`src/rtl/mc_ctrl_fsm.sv`:
```
// Multi-cycle MIPS control unit: walks each instruction through IF/ID/EX/MEM/WB
// and decodes the datapath selects and write enables from the current state.
module mc_ctrl_fsm #(
  parameter int STATE_W = 4
) (
  input  logic               clk,
  input  logic               rst_n,
  input  logic [5:0]         opcode,
  input  logic [5:0]         funct,
  input  logic               zero,
  input  logic               MIO_ready,
  output logic               MemRead,
  output logic               MemWrite,
  output logic               CPU_MIO,
  output logic               IorD,
  output logic               IRWrite,
  output logic               RegWrite,
  output logic [1:0]         RegDst,
  output logic [1:0]         MemtoReg,
  output logic               ALUSrcA,
  output logic [1:0]         ALUSrcB,
  output logic               ExtZero,
  output logic [2:0]         ALU_Control,
  output logic [1:0]         PCSource,
  output logic               PCWrite,
  output logic               PCWriteCond,
  output logic               Branch,
  output logic [STATE_W-1:0] state_out
);

  typedef enum logic [3:0] {
    S_IF  = 4'd0,  S_ID  = 4'd1,  S_MA  = 4'd2,  S_MR  = 4'd3,
    S_LWB = 4'd4,  S_MW  = 4'd5,  S_RE  = 4'd6,  S_RWB = 4'd7,
    S_BR  = 4'd8,  S_J   = 4'd9,  S_IE  = 4'd10, S_IWB = 4'd11,
    S_LUI = 4'd12, S_JAL = 4'd13, S_JR  = 4'd14
  } state_e;

  localparam logic [5:0] OP_RTYPE = 6'b000000;
  localparam logic [5:0] OP_LW    = 6'b100011;
  localparam logic [5:0] OP_SW    = 6'b101011;
  localparam logic [5:0] OP_BEQ   = 6'b000100;
  localparam logic [5:0] OP_BNE   = 6'b000101;
  localparam logic [5:0] OP_J     = 6'b000010;
  localparam logic [5:0] OP_JAL   = 6'b000011;
  localparam logic [5:0] OP_ADDI  = 6'b001000;
  localparam logic [5:0] OP_ANDI  = 6'b001100;
  localparam logic [5:0] OP_ORI   = 6'b001101;
  localparam logic [5:0] OP_SLTI  = 6'b001010;
  localparam logic [5:0] OP_LUI   = 6'b001111;
  localparam logic [5:0] FN_JR    = 6'b001000;

  localparam logic [2:0] ALU_AND = 3'b000;
  localparam logic [2:0] ALU_OR  = 3'b001;
  localparam logic [2:0] ALU_ADD = 3'b010;
  localparam logic [2:0] ALU_XOR = 3'b011;
  localparam logic [2:0] ALU_NOR = 3'b100;
  localparam logic [2:0] ALU_SUB = 3'b110;
  localparam logic [2:0] ALU_SLT = 3'b111;

  state_e state_r;
  state_e id_next_s;
  logic   unused_zero_s;

  // Branch resolution lives in the datapath, so the zero flag is not decoded here.
  assign unused_zero_s = zero;
  assign state_out     = STATE_W'(state_r);

  function automatic logic rtype_legal(input logic [5:0] f);
    case (f)
      6'b100000, 6'b100010, 6'b100100, 6'b100101,
      6'b100110, 6'b100111, 6'b101010: rtype_legal = 1'b1;
      default:                         rtype_legal = 1'b0;
    endcase
  endfunction

  function automatic logic [2:0] rtype_alu(input logic [5:0] f);
    case (f)
      6'b100010: rtype_alu = ALU_SUB;
      6'b100100: rtype_alu = ALU_AND;
      6'b100101: rtype_alu = ALU_OR;
      6'b100110: rtype_alu = ALU_XOR;
      6'b100111: rtype_alu = ALU_NOR;
      6'b101010: rtype_alu = ALU_SLT;
      default:   rtype_alu = ALU_ADD;
    endcase
  endfunction

  function automatic logic [2:0] imm_alu(input logic [5:0] op);
    case (op)
      OP_ANDI: imm_alu = ALU_AND;
      OP_ORI:  imm_alu = ALU_OR;
      OP_SLTI: imm_alu = ALU_SLT;
      default: imm_alu = ALU_ADD;
    endcase
  endfunction

  // Instruction decode: where ID goes next.
  always_comb begin
    id_next_s = S_IF;
    case (opcode)
      OP_LW, OP_SW: id_next_s = S_MA;
      OP_RTYPE: begin
        if (funct == FN_JR) begin
          id_next_s = S_JR;
        end else if (rtype_legal(funct)) begin
          id_next_s = S_RE;
        end else begin
          id_next_s = S_IF;
        end
      end
      OP_BEQ, OP_BNE:                     id_next_s = S_BR;
      OP_J:                               id_next_s = S_J;
      OP_JAL:                             id_next_s = S_JAL;
      OP_ADDI, OP_ANDI, OP_ORI, OP_SLTI:  id_next_s = S_IE;
      OP_LUI:                             id_next_s = S_LUI;
      default:                            id_next_s = S_IF;
    endcase
  end

  // State register; memory states hold until the access completes.
  always_ff @(posedge clk or negedge rst_n) begin
    if (!rst_n) begin
      state_r <= S_IF;
    end else begin
      case (state_r)
        S_IF: state_r <= MIO_ready ? S_ID : S_IF;
        S_ID: state_r <= id_next_s;
        S_MA: begin
          if (opcode == OP_LW) begin
            state_r <= S_MR;
          end else if (opcode == OP_SW) begin
            state_r <= S_MW;
          end else begin
            state_r <= S_IF;
          end
        end
        S_MR:    state_r <= MIO_ready ? S_LWB : S_MR;
        S_MW:    state_r <= MIO_ready ? S_IF : S_MW;
        S_RE:    state_r <= S_RWB;
        S_IE:    state_r <= S_IWB;
        default: state_r <= S_IF;
      endcase
    end
  end

  // Control decode from the current state plus the instruction fields.
  always_comb begin
    MemRead     = 1'b0;
    MemWrite    = 1'b0;
    CPU_MIO     = 1'b0;
    IorD        = 1'b0;
    IRWrite     = 1'b0;
    RegWrite    = 1'b0;
    RegDst      = 2'b00;
    MemtoReg    = 2'b00;
    ALUSrcA     = 1'b0;
    ALUSrcB     = 2'b00;
    ExtZero     = 1'b0;
    ALU_Control = ALU_ADD;
    PCSource    = 2'b00;
    PCWrite     = 1'b0;
    PCWriteCond = 1'b0;
    Branch      = 1'b0;
    case (state_r)
      S_IF: begin
        MemRead = 1'b1;
        CPU_MIO = 1'b1;
        ALUSrcB = 2'b01;
        IRWrite = MIO_ready;
        PCWrite = MIO_ready;
      end
      S_ID: ALUSrcB = 2'b11;
      S_MA: begin
        ALUSrcA = 1'b1;
        ALUSrcB = 2'b10;
      end
      S_MR: begin
        MemRead = 1'b1;
        CPU_MIO = 1'b1;
        IorD    = 1'b1;
      end
      S_LWB: begin
        RegWrite = 1'b1;
        MemtoReg = 2'b01;
      end
      S_MW: begin
        MemWrite = 1'b1;
        CPU_MIO  = 1'b1;
        IorD     = 1'b1;
      end
      S_RE: begin
        ALUSrcA     = 1'b1;
        ALU_Control = rtype_alu(funct);
      end
      S_RWB: begin
        RegWrite = 1'b1;
        RegDst   = 2'b01;
      end
      S_BR: begin
        ALUSrcA     = 1'b1;
        ALU_Control = ALU_SUB;
        PCWriteCond = 1'b1;
        PCSource    = 2'b01;
        Branch      = (opcode == OP_BEQ);
      end
      S_J: begin
        PCWrite  = 1'b1;
        PCSource = 2'b10;
      end
      // Write-back keeps the ALU inputs steady so the result stays valid.
      S_IE, S_IWB: begin
        ALUSrcA     = 1'b1;
        ALUSrcB     = 2'b10;
        ExtZero     = (opcode == OP_ANDI) || (opcode == OP_ORI);
        ALU_Control = imm_alu(opcode);
        RegWrite    = (state_r == S_IWB);
      end
      S_LUI: begin
        RegWrite = 1'b1;
        MemtoReg = 2'b10;
      end
      S_JAL: begin
        RegWrite = 1'b1;
        RegDst   = 2'b10;
        MemtoReg = 2'b11;
        PCWrite  = 1'b1;
        PCSource = 2'b10;
      end
      S_JR: begin
        ALUSrcA  = 1'b1;
        PCWrite  = 1'b1;
        PCSource = 2'b11;
      end
      default: begin
        MemRead = 1'b0;
      end
    endcase
  end

endmodule

```
`config.mk`:
```
export PLATFORM = sky130hd
export DESIGN_NAME = mc_ctrl_fsm
export DESIGN_NICKNAME = d
export VERILOG_FILES = /design/src/rtl/mc_ctrl_fsm.sv
export SDC_FILE = /design/constraint.sdc
export NUM_CORES = 1
export LEC_CHECK = 0
export ABC_CLOCK_PERIOD_IN_PS = 1560
export CAP_MARGIN = 15
export CORE_ASPECT_RATIO = 1.2
export CORE_MARGIN = 3
export CORE_UTILIZATION = 35
export CTS_CLUSTER_SIZE = 12
export DETAILED_ROUTE_END_ITERATION = 10
export PLACE_DENSITY = 0.89
export SLEW_MARGIN = 20
export SYNTH_ARGS = -nofsm -noshare
export SYNTH_HDL_FRONTEND = slang
export SYNTH_SLANG_ARGS = --single-unit
```
`constraint.sdc`:
```
create_clock -name clk -period 1.56 [get_ports clk]
set_input_delay 0.39 -clock clk [delete_from_list [all_inputs] [get_ports clk]]
set_output_delay 0.39 -clock clk [all_outputs]
set_load 0.05 [all_outputs]
```
==> results of run 1 <==
## cells in the mapped netlist (2+ instances only)
| library cell | instances | area share, % |
|---|---|---|
| nand2_1 | 12 | 5.9 |
| clkbuf_1 | 3 | 1.5 |
| nor2b_1 | 5 | 4.1 |
| o21a_1 | 2 | 2.0 |
| a31oi_1 | 3 | 2.5 |
| nand2b_1 | 8 | 6.6 |
| and3_1 | 4 | 3.3 |
| nor3_1 | 3 | 2.0 |
| or3_1 | 2 | 1.6 |
| xor2_1 | 2 | 2.3 |
| and2_1 | 2 | 1.6 |
| buf_2 | 4 | 2.6 |
| nand3b_1 | 2 | 2.0 |
| o21ai_0 | 7 | 4.6 |
| or2_1 | 3 | 2.5 |
| o22ai_1 | 4 | 3.3 |
| nor2_1 | 15 | 7.4 |
| a21oi_1 | 8 | 5.3 |
| xnor2_1 | 3 | 3.4 |
| dfrtp_1 | 4 | 13 |
| inv_1 | 4 | 2.0 |
| nand4_1 | 2 | 1.6 |
## cell families after synthesis
family	after synthesis
simple gates	63
mux	1
flops	4
compound gates	33
xor+xnor	5
buf+inv	14
## per-stage QoR
| step | cells | worst slack [ns] | hold WS, ns |
|---|---|---|---|
| after floorplan | 120 | -0.486 | 0.0944 |
| after global placement | 227 | -0.587 | 0.598 |
==> flow_summary.json, run 1 <==
{
  "first-error": "[ERROR DPL-0033] detailed placement checks failed during check placement.",
  "stop_stage": "3_5_place_dp",
  "synth_edf_count": 0,
  "synth_top_family_by_area": "simple AND/OR/NAND/NOR gates",
  "yosys.area_share.adder_pct": 0,
  "synth-xor-area-share_pct": 5.75,
  "async_reset_ff_share_pct": 100,
  "initial_core_util_pct": 38.9,
  "port_buffers": 40,
  "synth_nets": 136,
  "yosys_warnings": 0,
  "die_h_um": 57.1,
  "rows": 17,
  "synth-compound-area-share_pct": 28.2,
  "synthMuxAreaShare_pct": 1.48,
  "status": "aborted with a tool error",
  "hpwl_um": 4510,
  "syn_inst": 120,
  "io_pins": 42,
  "ys_seq_area_share_pct": 13.1,
  "syn_avg_cell_area_um2": 6.35,
  "yosysUniqueCellTypes": 40,
  "gp_congestion": 0.993,
  "synth-simple-area-share_pct": 43.8,
  "synth-seq-cells": 4,
  "netlist_area_um2": 762,
  "die-width_um": 48.6,
  "synthFlopType": "dfrtp_1"
}
==> run 2: changes to the inputs <==
ABC_CLOCK_PERIOD_IN_PS = 2000   (was 1560)
CORE_AREA = 3 3 64 66   (was unset)
CORE_ASPECT_RATIO = unset   (was 1.2)
CORE_MARGIN = unset   (was 3)
CORE_UTILIZATION = unset   (was 35)
CTS_CLUSTER_SIZE = unset   (was 12)
DIE_AREA = 0 0 67 69   (was unset)
PLACE_DENSITY = unset   (was 0.89)
PLACE_DENSITY_LB_ADDON = 0.15   (was unset)
clock period = 2 ns   (was 1.56 ns; I/O delays follow)
==> run 2 against run 1 <==
Effect of this change:
- synthesized cell count unchanged
- the flow now finishes, with violations (setup timing)
- area after synthesis unchanged
==> flow_summary.json, run 2 <==
{
  "setup_viol": 6,
  "cts_tree": "yes",
  "final_common_cell": "buf_4",
  "clockRootBuffer": "clkbuf_8",
  "postRouteAntennaNets": 0,
  "critPathBufInv": 1,
  "drt_iter0_drc": 29,
  "antenna_found_initial": 0,
  "syn_inst": 120,
  "yosys-top-cells-area": "dfrtp_1 13%, nor2_1 7.4%, nand2b_1 6.6%, nand2_1 5.9%, a21oi_1 5.3%",
  "grt_max_degree": 15,
  "vias": 1165,
  "io_pins": 42,
  "synth-simple-area-share_pct": 43.8,
  "placedCellCount": 231,
  "wl_per_cell_um": 13.4,
  "final_nets": 211,
  "diodes": 0,
  "design.core.area_um2": 3630,
  "cellPowerDensity_nw_per_um2": 624,
  "fmax_ghz": 0.456,
  "grt_pass1_vias": 1209,
  "async_reset_ff_share_pct": 100,
  "synth_top_family_by_area": "simple AND/OR/NAND/NOR gates",
  "netlist_area_um2": 762,
  "cpPeakStageDelay_ns": 0.58,
  "vias_per_cell": 4.83,
  "clock-sinks": 4,
  "final_core_util_pct": 57.0,
  "gp_congestion": 0.814,
  "yosys.area_share.adder_pct": 0,
  "synthFlopType": "dfrtp_1",
  "p_int_mw": 0.706,
  "synth_edf_count": 0,
  "die_h_um": 69,
  "grtUsageTotal_pct": 13.9,
  "synthMuxAreaShare_pct": 1.48,
  "layout-drive-gt1-share_pct": 63.2,
  "post-route-period-util_pct": 110,
  "clk-insertion-delay-late_ns": 0.21,
  "finalNonFillerCells": 241,
  "finalHoldViolations": 0,
  "largest_reg_flops": 4,
  "critical_path.max_fanout": 3,
  "drt_pass1_iterations": 4,
  "path_clk_slew_ns": 0.03,
  "yosysUniqueCellTypes": 40,
  "worstMarginPinSlew_ns": 0.353,
  "finalWorstSetupSlack_ns": -0.191,
  "synth_top_area_cell": "dfrtp_1",
  "cap_violations": 0,
  "area_delta_synth_final_pct": 172,
  "status": "finished, violations left",
  "route.detailed.drc": 0,
  "skew_ns": 0.00265,
  "hpwl_um": 2540,
  "synth-compound-area-share_pct": 28.2,
  "grt_pass1_wl_um": 5240,
  "p_sw_share_pct": 45.4,
  "multi_input_area_um2": 872,
  "hold_class": "in -> async",
  "port_buffers": 40,
  "drt-total-wl_um": 3240,
  "cts_hold_buffers": 0,
  "endpoint_kind": "output port",
  "combinationalPowerShare_pct": 78.6,
  "overflow": 0,
  "postLayoutCellArea_um2": 2070,
  "cp.depth": 4,
  "yosys.area.top_type_share_pct": 13.1,
  "synth_nets": 136,
  "cts-buffers-inserted": 3,
  "synth_common_cells": "15 x nor2_1, 12 x nand2_1, 8 x a21oi_1, 8 x nand2b_1, 7 x o21ai_0",
  "cp.arrival_ns": 1.69,
  "rsz0062_at_grt": "yes",
  "p_switching_mw": 0.587,
  "pwr-share-seq_pct": 8.6,
  "ys_seq_area_share_pct": 13.1,
  "rows": 22,
  "final_cell_mix": "32 x buf_4, 26 x buf_12, 10 x nand2_1",
  "peakVddDrop_v": 0.000386,
  "syn_avg_cell_area_um2": 6.35,
  "p_leak_nw": 0.830,
  "startpoint_type": "flip-flop",
  "fin_crit_ns": 2.19,
  "cpMaxStageDelayCell": "or4b_4",
  "post_dp_cell_area_um2": 1810,
  "synth-xor-area-share_pct": 5.75,
  "die_area_um2": 4620,
  "initial_core_util_pct": 21.0,
  "yosys_warnings": 0,
  "violations": "setup timing",
  "critPathTopFamily": "simple AND/OR/NAND/NOR gates",
  "relSlewSlack_pct": 75.9,
  "htreeDepth": 1,
  "critPathKind": "reg -> out",
  "die-width_um": 67,
  "synth.most_common_cell": "nor2_1",
  "synth-seq-cells": 4,
  "drv_slew": 0,
  "worstPathCellList": "nand2b_4 > or4b_4 > o22ai_4 > buf_12",
  "worst_r2r_path_depth": 5,
  "seq_area_um2": 105,
  "clock_path_buffers": 2,
  "fillers": 335,
  "worstPathRequired_ns": 1.50,
  "pwr-share-clk_pct": 12.8
}
==> run 2: final cells by class <==
cell class	count	area share (%)
Inverter	6	1.33
Clock buffer	3	1.99
Tap cell	48	2.90
Timing Repair Buffer	78	46.6
Sequential cell	4	5.07
Multi-Input combinational cell	102	42.1
==> run 2: worst reg2reg max path, delay by kind of cell (launching register included) <==
kind | cells | cell delay, ns
AOI/OAI and AO/OA | 2 | 0.27
buffers and inverters | 1 | 0.21
DFF | 1 | 0.40
and+or+nand+nor | 2 | 0.95
==> run 2: worst paths after layout <==
kind | from | to | slack (ns)
min in group clk | opcode[4] | state_out[1]$_DFF_PN0_ | 0.76
min | rst_n | state_out[1]$_DFF_PN0_ | 0.48
max reg2reg | state_out[3]$_DFF_PN0_ | state_out[2]$_DFF_PN0_ | 0.10
min reg2reg | state_out[1]$_DFF_PN0_ | state_out[0]$_DFF_PN0_ | 0.77
max in group asynchronous | rst_n | state_out[3]$_DFF_PN0_ | 1.34
max | state_out[3]$_DFF_PN0_ | ALU_Control[2] | -0.19
==> run 2: power groups by stage <==
stage | registers, mW | logic [mW] | clock network, mW
final | 0.111 | 1.02 | 0.166
after global routing | 0.112 | 1.08 | 0.182
after CTS | 0.105 | 0.946 | 0.170
after detailed placement | 0.104 | 0.905 | 0
after global placement | 0.104 | 0.897 | 0
after floorplan | 0.146 | 0.439 | 0
==> run 2: kinds of logic after synthesis <==
kind of cell | count (synthesis)
and+or+nand+nor | 63
buffers and inverters | 14
muxes | 1
DFF | 4
xor gates and xnor gates | 5
AOI/OAI and AO/OA | 33
==> run 2: per-stage QoR <==
stage	total power, mW	hold WS (ns)	setup TNS [ns]	setup WS, ns
after floorplan	0.585	0.204	-1.46	-0.156
after global placement	1.00	0.708	-2.58	-0.418
after detailed placement	1.01	0.716	-2.61	-0.431
after CTS	1.22	0.488	-0.721	-0.208
after global routing	1.37	0.499	-1.14	-0.242
final	1.29	0.485	-0.634	-0.191
==> run 2: layer usage <==
layer,up-vias,GRT usage (%),wire length (µm)
met5,-,0,0
met4,0,4.95,42
met3,4,2.28,192
met2,46,25.4,1770
met1,538,15.6,1230
li1,577,-,-
==> run 2: repair_timing <==
item	4_1_cts	5_1_grt
setup buffers	10	0
pin swaps	12	4
resized for setup	45	19
setup endpoints to repair	14	17
No activity file was read; power rests on OpenSTA's default activity.
==> run 3: changes to the inputs <==
GPL_TIMING_DRIVEN = 0   (was unset)
==> run 3 against run 2 <==
Effect of this change:
- the run still ends with setup timing left
- hold slack better by 0.0047 ns
- sequential share of layout area up 1.2 points
- wire length decreased by 5.2%
==> flow_summary.json, run 3 (synthesis results as in run 2) <==
{
  "post-route-period-util_pct": 111,
  "drv_slew": 0,
  "overflow": 0,
  "area_delta_synth_final_pct": 121,
  "clockRootBuffer": "clkbuf_8",
  "grt_max_degree": 11,
  "endpoint_kind": "output port",
  "clock-sinks": 4,
  "cellPowerDensity_nw_per_um2": 696,
  "relSlewSlack_pct": 67.1,
  "gp_congestion": 0.769,
  "status": "finished, violations left",
  "drt_iter0_drc": 41,
  "setup_viol": 8,
  "reg2reg_slack_ns": 0.11,
  "final_common_cell": "buf_4",
  "final_nets": 201,
  "cp-startpoint": "state_out[0]$_DFF_PN0_",
  "peakVddDrop_v": 0.000302,
  "diodes": 0,
  "io_pins": 42,
  "hold_class": "in -> async",
  "critPathKind": "reg -> out",
  "grtUsageTotal_pct": 13.3,
  "clk-insertion-delay-late_ns": 0.22,
  "layout-drive-gt1-share_pct": 57.4,
  "worstPathRequired_ns": 1.50,
  "placedCellCount": 205,
  "finalHoldViolations": 0,
  "p_leak_nw": 0.721,
  "violations": "setup timing",
  "htreeDepth": 1,
  "rsz0062_at_grt": "yes",
  "rows": 22,
  "route.detailed.drc": 0,
  "dpl_worst_slack_ns": -1.24,
  "critical_path.max_fanout": 5,
  "vias": 1108,
  "initial_core_util_pct": 21.0,
  "timing.rr.end": "state_out[2]$_DFF_PN0_",
  "final_cell_mix": "23 x buf_4, 11 x buf_6, 10 x buf_2, 10 x nand2_1, 8 x dlygate4sd2_1",
  "die-width_um": 67,
  "grt_pass1_wl_um": 5090,
  "skew_ns": 0.00741,
  "fmax_ghz": 0.449,
  "fin_crit_ns": 2.22,
  "cap_violations": 0,
  "finalWorstSetupSlack_ns": -0.225,
  "wl_per_cell_um": 13.3,
  "cts_tree": "yes",
  "worstMarginPinSlew_ns": 0.492,
  "finalNonFillerCells": 231,
  "worst_hold_slack_ns": 0.489,
  "path_clk_slew_ns": 0.04,
  "grt_pass1_vias": 1102,
  "drt_pass1_iterations": 4,
  "port_buffers": 37,
  "vias_per_cell": 4.80,
  "worstReg2RegStart": "state_out[2]$_DFF_PN0_",
  "startpoint_type": "flip-flop",
  "worst_r2r_path_depth": 5,
  "drt-total-wl_um": 3070,
  "die_h_um": 69,
  "largest_reg_flops": 4,
  "cp.arrival_ns": 1.72,
  "p_total_mw": 1.17,
  "die_area_um2": 4620,
  "post_dp_cell_area_um2": 1360,
  "postRouteAntennaNets": 0,
  "cts-buffers-inserted": 3,
  "clock_path_buffers": 2,
  "hpwl_um": 2150,
  "design.core.area_um2": 3630,
  "antenna_found_initial": 0,
  "postLayoutCellArea_um2": 1690
}
[run 3: cell count changes in the layout (fill, tap and decap cells not counted), moves of 2 or more]
cell      change
clkbuf_8      +2
buf_4         -9
nor2_1        +2
buf_12       -26
buf_2        +10
buf_8         +5
clkbuf_4      +3
nor2_2        -2
buf_6         +4
[run 3: power breakdown]
part	switching (mW)	internal [mW]	total (mW)
logic	0.524	0.369	0.892
registers	0.0152	0.0950	0.110
clock network	0.0419	0.128	0.170
[run 3: final cells by class]
type                       instances  area (µm²)
multi-input combinational        102         842
buffer                             8        83.8
tap                               48        60.1
sequential                         4         105
clock buffer                       3        41.3
fill                             393        1950
timing repair buffer              60         527
inverter                           6        26.3
[run 3: critical path: stages, from the launching register on]
cell	delay, ns
dfrtp_2	0.42
inv_2	0.08
nand2_4	0.06
or4b_4	0.58
o22ai_4	0.17
buf_6	0.18
[run 3: per-layer routing]
layer,global-route usage [%],vias up,share of wire [%]
li1,-,560,-
met1,18.1,513,44
met2,22.3,35,51
met3,2.61,0,5.1
met4,1.35,0,0
met5,0,-,0
[run 3: worst max path at each step]
stage                      to  depth (start not counted)  slack [ns]
2_1_floorplan  ALU_Control[0]                          3       -0.16
6_report       ALU_Control[0]                          5       -0.22
4_1_cts        ALU_Control[0]                          4       -0.25
5_1_grt        ALU_Control[0]                          5       -0.27
3_5_place_dp   ALU_Control[0]                          6       -1.24
3_3_place_gp   ALU_Control[0]                          6       -1.22
[run 3: repair_timing]
item,4_1_cts,5_1_grt
endpoints found under the setup margin,23,20
hold buffers,0,0
pin swaps,7,7
resized for setup,162,38
gates cloned,1,0
setup buffers,12,10
[run 3: through the flow]
stage / util [%] / setup TNS, ns
2_1_floorplan: - / -1.46
3_3_place_gp: 37.5 / -13.40
3_5_place_dp: 37.5 / -13.49
4_1_cts: 42.8 / -0.811
5_1_grt: 46.4 / -1.43
6_report: 46.4 / -0.930
==> run 4: changes to the inputs <==
--- a/constraint.sdc
+++ b/constraint.sdc
@@ -3,2 +3,2 @@
 set_output_delay 0.5 -clock clk [all_outputs]
-set_load 0.05 [all_outputs]
+set_load 0.1 [all_outputs]
==> run 4 against run 3 <==
Effect of this change:
- the flow still finishes with violations (setup timing)
- first-iteration DRC count decreased by 34%
- combinational power increased by 59%
- clock power decreased by 3%
- die area unchanged
- global-route usage decreased by 0.12 points
- core utilization increased by 11 points
- cell count increased by 0.87%
==> flow_summary.json, run 4 (synthesis results as in run 2) <==
{
  "status": "finished, violations left",
  "violations": "setup timing",
  "port_buffers": 37,
  "drt_iter0_drc": 27,
  "worst_r2r_path_depth": 5,
  "hpwl_um": 2210,
  "postRouteAntennaNets": 0,
  "finalWorstSetupSlack_ns": -0.314,
  "design.core.area_um2": 3630,
  "antenna_found_initial": 0,
  "path_clk_slew_ns": 0.03,
  "grt_max_degree": 11,
  "drt-total-wl_um": 3140,
  "post-route-period-util_pct": 116,
  "critical_path.max_fanout": 4,
  "crit_end": "ALU_Control[0]",
  "skew_ns": 0.00368,
  "cap_violations": 0,
  "hold_class": "in -> async",
  "pwr-share-clk_pct": 9.7,
  "cts-buffers-inserted": 3,
  "worstReg2RegStart": "state_out[2]$_DFF_PN0_",
  "worstPathRequired_ns": 1.50,
  "relSlewSlack_pct": 37.1,
  "drv_slew": 0,
  "vias_per_cell": 4.79,
  "setup_viol": 14,
  "startpoint_type": "flip-flop",
  "io_pins": 42,
  "layout-drive-gt1-share_pct": 61.1,
  "rows": 22,
  "fmax_ghz": 0.432,
  "overflow": 0,
  "worstMarginPinSlew_ns": 0.947,
  "p_total_mw": 1.70,
  "cp.arrival_ns": 1.81,
  "drt_pass1_iterations": 5,
  "htreeDepth": 1,
  "vias": 1116,
  "die_h_um": 69,
  "clockRootBuffer": "clkbuf_8",
  "p_switching_mw": 0.876,
  "final_cell_mix": "21 x buf_12, 21 x buf_4, 10 x nand2_1",
  "endpoint_kind": "output port",
  "route.detailed.drc": 0,
  "cellPowerDensity_nw_per_um2": 818,
  "rsz0062_at_grt": "yes",
  "critPathKind": "reg -> out",
  "combinationalPowerShare_pct": 83.2,
  "die-width_um": 67,
  "grt_pass1_wl_um": 5020,
  "die_area_um2": 4620,
  "clk-insertion-delay-late_ns": 0.21,
  "grt_pass1_vias": 1098,
  "wl_per_cell_um": 13.5,
  "pwr-share-seq_pct": 7.0,
  "cts_hold_buffers": 0,
  "clock-sinks": 4,
  "finalHoldViolations": 0,
  "final_nets": 203,
  "p_sw_share_pct": 51.5,
  "gp_congestion": 0.771,
  "final_core_util_pct": 57.2,
  "cp-startpoint": "state_out[0]$_DFF_PN0_",
  "timing.rr.end": "state_out[2]$_DFF_PN0_",
  "largest_reg_flops": 4,
  "reg2reg_slack_ns": 0.15,
  "fin_crit_ns": 2.31,
  "cts_tree": "yes",
  "diodes": 0,
  "grtUsageTotal_pct": 13.2,
  "peakVddDrop_v": 0.000502,
  "area_delta_synth_final_pct": 173,
  "initial_core_util_pct": 21.0,
  "p_int_mw": 0.826,
  "clock_path_buffers": 2,
  "p_leak_nw": 0.819
}
run 4: timing repair:
item,4_1_cts,5_1_grt
endpoints found under the setup margin,28,23
gates resized for setup,222,43
buffers inserted,10,13
cloned,2,0
pin swaps,9,10
run 4: layer usage:
| metal | global-route usage [%] | vias to the layer above | share of wire [%] |
|---|---|---|---|
| li1 | - | 559 | - |
| met1 | 16.5 | 514 | 43 |
| met2 | 24.1 | 41 | 52 |
| met3 | 1.95 | 2 | 4.8 |
| met4 | 1.35 | 0 | 0.25 |
| met5 | 0 | - | 0 |
run 4: stage by stage:
stage	hold WS (ns)	TNS, ns	instances	worst slack, ns	cell area [µm²]
floorplan	0.204	-5.58	120	-0.742	1010
global placement	0.708	-20.89	205	-1.55	1440
detailed placement	0.717	-21.21	205	-1.58	1440
CTS	0.488	-1.94	220	-0.368	1840
global route	0.497	-3.29	233	-0.350	2080
finish	0.488	-2.39	233	-0.314	2080
run 4: critical path: stages (launching register included):
cell and delay, ns:
dfrtp_4 0.49, inv_4 0.08, nand2_4 0.05, or4b_4 0.58
o22ai_4 0.19, buf_12 0.20
run 4: worst min-delay path by stage:
stage,slack (ns),end,cells past startpoint
finish,0.49,state_out[1]$_DFF_PN0_,1
global route,0.50,state_out[1]$_DFF_PN0_,1
CTS,0.49,state_out[1]$_DFF_PN0_,1
detailed placement,0.72,state_out[1]$_DFF_PN0_,1
global placement,0.71,state_out[3]$_DFF_PN0_,1
floorplan,0.20,state_out[0]$_DFF_PN0_,0
run 4: power groups by stage:
stage | Combinational (mW) | Clock, mW | Sequential (mW)
CTS | 1.19 | 0.172 | 0.124
detailed placement | 0.966 | 0 | 0.117
global route | 1.48 | 0.178 | 0.121
finish | 1.42 | 0.165 | 0.120
floorplan | 0.685 | 0 | 0.197
global placement | 0.960 | 0 | 0.117
run 4: cell type report:
class,instances,area [µm²]
Fill cell,335,1550
Multi-Input combinational cell,102,926
Timing Repair Buffer,62,792
Clock buffer,3,41.3
Buffer,8,120
Sequential cell,4,115
Tap cell,48,60.1
Inverter,6,25.0
